$ cat config.mk
export PLATFORM = sky130hd
export DESIGN_NAME = ureg_sequencer
export DESIGN_NICKNAME = d
export VERILOG_FILES = /design/src/rtl/ureg_seq_pkg.sv /design/src/rtl/ureg_sequencer.sv
export SDC_FILE = /design/constraint.sdc
export NUM_CORES = 1
export LEC_CHECK = 0
export BUFFER_PORTS_ARGS = -buffer_cell sky130_fd_sc_hd__buf_2
export CORE_MARGIN = 1.5
export CORE_UTILIZATION = 50
export DETAILED_ROUTE_END_ITERATION = 7
export HOLD_SLACK_MARGIN = 0.03
export PLACE_DENSITY = 0.81
export SLEW_MARGIN = 20
export SYNTH_ARGS = -nofsm -noshare
export SYNTH_HDL_FRONTEND = slang
export SYNTH_SLANG_ARGS = --single-unit
$ cat constraint.sdc
create_clock -name clk -period 3.4 [get_ports clk]
set_clock_uncertainty 0.05 [all_clocks]
set_input_delay 0.51 -clock clk [delete_from_list [all_inputs] [get_ports clk]]
set_output_delay 0.51 -clock clk [all_outputs]
set_load 0.01 [all_outputs]
$ cat src/rtl/ureg_seq_pkg.sv
// Shared encodings for the universal-shift-register command sequencer:
// command ops, fill sources, register mode codes and FSM states.
package ureg_seq_pkg;

    typedef enum logic [1:0] {
        OP_LOAD = 2'd0,
        OP_SHL  = 2'd1,
        OP_SHR  = 2'd2,
        OP_CLR  = 2'd3
    } op_e;

    typedef enum logic [1:0] {
        FILL_ZERO = 2'd0,
        FILL_ONE  = 2'd1,
        FILL_ROT  = 2'd2,
        FILL_EXT  = 2'd3
    } fill_e;

    typedef enum logic [1:0] {
        MODE_HOLD = 2'd0,
        MODE_SHL  = 2'd1,
        MODE_LOAD = 2'd2,
        MODE_SHR  = 2'd3
    } mode_e;

    typedef enum logic [2:0] {
        ST_IDLE  = 3'd0,
        ST_LOAD  = 3'd1,
        ST_CLR   = 3'd2,
        ST_SHIFT = 3'd3,
        ST_DONE  = 3'd4
    } state_e;

endpackage

$ cat src/rtl/ureg_sequencer.sv
// Command-driven sequencer for an 8-bit universal shift register: accepts one
// LOAD/SHL/SHR/CLEAR command at a time and drives the register lines per cycle.
module ureg_sequencer
    import ureg_seq_pkg::*;
#(
    parameter int WIDTH = 8,
    parameter int CNT_W = 4
) (
    input  logic             clk,
    input  logic             reset,
    input  logic             cmd_valid,
    output logic             cmd_ready,
    input  logic [1:0]       cmd_op,
    input  logic [CNT_W-1:0] cmd_cnt,
    input  logic [1:0]       cmd_fill,
    input  logic [WIDTH-1:0] cmd_data,
    input  logic             ser_in,
    input  logic [WIDTH-1:0] reg_q,
    output logic [1:0]       reg_ctrl,
    output logic             reg_en,
    output logic             reg_sin,
    output logic [WIDTH-1:0] reg_d,
    output logic             reg_clr,
    output logic             ser_out,
    output logic             ser_out_valid,
    output logic             busy,
    output logic             done
);

    localparam logic [CNT_W-1:0] CNT_MAX = CNT_W'(WIDTH);

    state_e           state_q, state_d;
    op_e              op_q, op_d;
    fill_e            fill_q, fill_d;
    logic [WIDTH-1:0] data_q, data_d;
    logic [CNT_W-1:0] cnt_q, cnt_d;

    logic  cmd_ready_q, busy_q, reg_en_q, reg_clr_q, done_q;
    mode_e reg_ctrl_q;

    always_comb begin
        state_d = state_q;
        op_d    = op_q;
        fill_d  = fill_q;
        data_d  = data_q;
        cnt_d   = cnt_q;
        case (state_q)
            ST_IDLE: begin
                if (cmd_valid && cmd_ready_q) begin
                    op_d   = op_e'(cmd_op);
                    fill_d = fill_e'(cmd_fill);
                    data_d = cmd_data;
                    cnt_d  = (cmd_cnt > CNT_MAX) ? CNT_MAX : cmd_cnt;
                    case (op_e'(cmd_op))
                        OP_LOAD: state_d = ST_LOAD;
                        OP_CLR:  state_d = ST_CLR;
                        default: state_d = (cmd_cnt == '0) ? ST_DONE : ST_SHIFT;
                    endcase
                end
            end
            ST_LOAD, ST_CLR: state_d = ST_DONE;
            // Counter holds the remaining steps including the current one.
            ST_SHIFT: begin
                if (cnt_q <= CNT_W'(1)) state_d = ST_DONE;
                else                    cnt_d   = cnt_q - CNT_W'(1);
            end
            ST_DONE: state_d = ST_IDLE;
            default: state_d = ST_IDLE;
        endcase
    end

    // Outputs are registered from the next state so they line up with it.
    always_ff @(posedge clk or posedge reset) begin
        if (reset) begin
            state_q     <= ST_IDLE;
            op_q        <= OP_LOAD;
            fill_q      <= FILL_ZERO;
            data_q      <= '0;
            cnt_q       <= '0;
            cmd_ready_q <= 1'b1;
            busy_q      <= 1'b0;
            reg_en_q    <= 1'b0;
            reg_clr_q   <= 1'b0;
            done_q      <= 1'b0;
            reg_ctrl_q  <= MODE_HOLD;
        end else begin
            state_q     <= state_d;
            op_q        <= op_d;
            fill_q      <= fill_d;
            data_q      <= data_d;
            cnt_q       <= cnt_d;
            cmd_ready_q <= (state_d == ST_IDLE);
            busy_q      <= (state_d != ST_IDLE);
            reg_en_q    <= (state_d == ST_LOAD) || (state_d == ST_SHIFT);
            reg_clr_q   <= (state_d == ST_CLR);
            done_q      <= (state_d == ST_DONE);
            if (state_d == ST_LOAD)
                reg_ctrl_q <= MODE_LOAD;
            else if (state_d == ST_SHIFT)
                reg_ctrl_q <= (op_d == OP_SHL) ? MODE_SHL : MODE_SHR;
            else
                reg_ctrl_q <= MODE_HOLD;
        end
    end

    logic in_shift, out_bit, fill_bit;

    assign in_shift = (state_q == ST_SHIFT);
    assign out_bit  = (op_q == OP_SHL) ? reg_q[WIDTH-1] : reg_q[0];

    // Rotate feeds back exactly the bit that is leaving the register.
    always_comb begin
        fill_bit = 1'b0;
        case (fill_q)
            FILL_ZERO: fill_bit = 1'b0;
            FILL_ONE:  fill_bit = 1'b1;
            FILL_ROT:  fill_bit = out_bit;
            FILL_EXT:  fill_bit = ser_in;
            default:   fill_bit = 1'b0;
        endcase
    end

    assign cmd_ready     = cmd_ready_q;
    assign busy          = busy_q;
    assign reg_en        = reg_en_q;
    assign reg_clr       = reg_clr_q;
    assign done          = done_q;
    assign reg_ctrl      = reg_ctrl_q;
    assign reg_d         = data_q;
    assign reg_sin       = in_shift & fill_bit;
    assign ser_out       = in_shift & out_bit;
    assign ser_out_valid = in_shift;

endmodule
==> results.toml <==
[outcome]
run_status = "finished clean"

[clock_network]
number_of_levels_the_h_tree_was_split_into = 1
worst_skew_pair_later_pin_latency_ps = 310
cts_root_buffer = "clkbuf_4"
ctsResizeCount = 0
tritoncts.num_buffers = 3
clkTransAtPathRegs_ps = 130
cts_post_setup_buffers_inserted = 0
tritoncts_clock_tree = "done"
clkSinkCount = 26
cts-root-to-sink-buffers = 2
ctsHoldBuffers = 0

[yosys]
post_synth_arst_share_pct = 100
synth_sequential_area_ratio_pct = 54.3
synth_edf_count = 0
ys_ff_latch = 26
synthesis.yosys.warnings = 0
netlist_area_um2 = 1200
leading_register_cell_type_out_of_synthesis = "dfrtp_1"
synth.avg_cell_area_um2 = 9.31
ys_types = 32
synthesis.instances = 129
syn-num-nets = 161

[floorplanning]
fp.dieH_um = 52.0
fp-row-count = 17
io_pins = 46
core-area_um2 = 2230
die_area_um2 = 2710
starting_utilization_of_the_core_area_pct = 53.8
floorplan.die.width_um = 52.0

[cells_and_area]
register_area_um2 = 652
synthToLayoutAreaGrowth_pct = 21.1
multiInputGateArea_um2 = 489
num_antenna_cells = 0
drive_above_1_share_pct = 28.2
fill_cell_instance_count_of_the_final_layout = 193
final_nets = 203
layout_commonest_cell = "buf_2"
post_layout_nonfiller_instances = 198
layout_common_cells = "buf_2, nand2_1, dfrtp_1"

[worst_setup_path]
timing.critical_path.max_delay_family = "flip-flops"
crit-reg2reg-launch = "state_q[0]$_DFF_PP0_"
worst-endpoint-required_ps = 2840
critPathKind = "reg2out"
critical_path_buf_inv_count = 2
crit_end_category = "primary output"
cp_max_fo = 11
worst_setup_path_start_kind = "flip-flop"
timing.critical_path.from = "state_q[2]$_DFF_PP0_"
slowest_delay_ps = 470
crit_chain = "nand3b_1 -> inv_1 -> o221a_2 -> buf_2"
critical_path_arrival_ps = 1720
crit_slowest_cell = "dfrtp_1"

[global_route]
antenna_found_initial = 0
grt_max_degree = 27
vias_in_the_first_global_route = 918
overflow = 0
grt_pass1_wl_um = 3730
overall_fraction_of_global_route_tracks_in_use_pct = 18.9

[placement]
place_inst = 194
post-place-ws_ps = 1470
buffer_ports.inserted = 39
gp_congestion = 0.793
place.detailed.hpwl_um = 1790

[route]
detail_route.vias_per_cell = 5.19
drtPass1Iterations = 4
routedWlPerCell_um = 12.0
finalWirelength_um = 2380
post-route-drc-count = 0
drtAntennaViolNets = 0
route.vias.total = 1027
dr.first_iter.drc_count = 16

[sta]
measured_slew_at_the_worst_slew_check_pin_ps = 956
slew_viol_final = 0
grt_setup_unrepaired = "no"
layout_worst_path_cycle_share_pct = 67.0
worst_relative_slew_slack_pct = 36.2
fmax_achieved_mhz = 439
number_of_hold_violations_in_the_final_report = 0
totalNegativeSetupSlack_ps = 0
setup_violations = 0
worst_slack_ps = 1120
final_period_minus_worst_setup_slack_ps = 2280

[hold_path]
worst_hold_path_type = "in2reg"
holdCritStartpoint = "cmd_data[6]"

[pwr]
power_per_cell_area_nw_per_um2 = 753
irDropWorstVdd_mv = 0.547
leakagePower_nw = 0.826

[flow_run]
drv.max_cap_violation_count = 0
layout make-up:
class / instances / share of cell area (%)
Sequential cell: 26 / 44.8
Clock buffer: 4 / 1.81
Multi-Input combinational cell: 88 / 33.6
Timing Repair Buffer: 41 / 14.4
Inverter: 11 / 2.92
Tap cell: 28 / 2.41
power by group:
part	switching (mW)	leakage [nW]	total (mW)	internal [mW]
Combinational	0.257	0.482	0.450	0.193
Clock	0.0856	0.0150	0.131	0.0458
Sequential	0.0736	0.329	0.514	0.440
kinds of logic after synthesis:
logic type               after synthesis  synth area share [%]
adder cells (fa/ha/maj)                4                  4.17
multiplexers                           3                  2.50
AO/OA/AOI/OAI                         21                  12.4
buffers and inverters                 15                  5.00
AND/OR/NAND/NOR                       60                  21.7
flip-flops                            26                  54.3
registers in the layout, indices dropped and copies added, names as in the netlist:
register / count
reg_d: 8
state_q: 3
cnt_q: 4
cmd_ready: 1
busy: 1
fill_q: 2
reg_ctrl: 2
reg_clr: 1
done: 1
reg_en: 1
op_q: 2
worst paths after layout:
path	slack, ps	to	cells past startpoint
setup / recovery	1120	reg_sin	4
hold / removal	320	reg_d[6]$_DFFE_PP0P_	3
setup reg to reg	1510	reg_ctrl[1]$_DFF_PP0_	4
hold reg to reg	430	reg_d[4]$_DFFE_PP0P_	2
max in group asynchronous	2380	state_q[1]$_DFF_PP0_	2
min in group asynchronous	340	reg_d[7]$_DFFE_PP0P_	2
stage by stage:
step / hold slack, ps / area, um2 / utilization (%) / total power [mW]
after floorplan: 392 / 1200 / - / 0.821
after global placement: 403 / 1430 / 64.0 / 0.950
after detailed placement: 408 / 1430 / 64.0 / 0.976
after CTS: 318 / 1460 / 65.2 / 1.10
after global routing: 306 / 1460 / 65.2 / 1.18
final: 323 / 1460 / 65.2 / 1.10
worst reg2reg max path, cell delays in order, from the launching register on:
cell     delay, ps
dfrtp_1        410
or2_1          270
or3_4          490
o31a_1         380
o21a_1         200
synthesized netlist by cell type, drive strengths merged, types with 2 or more instances:
master / n / area, um2
nor3: 2 / 10.0
and2: 2 / 12.5
nor2b: 2 / 12.5
a31oi: 3 / 18.8
mux2i: 3 / 30.0
o31a: 2 / 17.5
clkbuf: 2 / 7.51
a22oi: 2 / 15.0
a21oi: 3 / 15.0
inv: 10 / 37.5
buf: 2 / 10.0
ha: 4 / 50.1
nand2: 35 / 131
nor2: 12 / 45.0
or3: 3 / 23.8
o21ai: 3 / 15.0
dfrtp: 25 / 626
metal layers:
layer	vias up	global-route usage, %	wire, um
met3	2	4.31	107
met4	0	5.26	12
met2	30	32.5	1180
met5	-	0	0
li1	509	-	-
met1	486	23.6	1080
(Power assumes the default switching activity.)
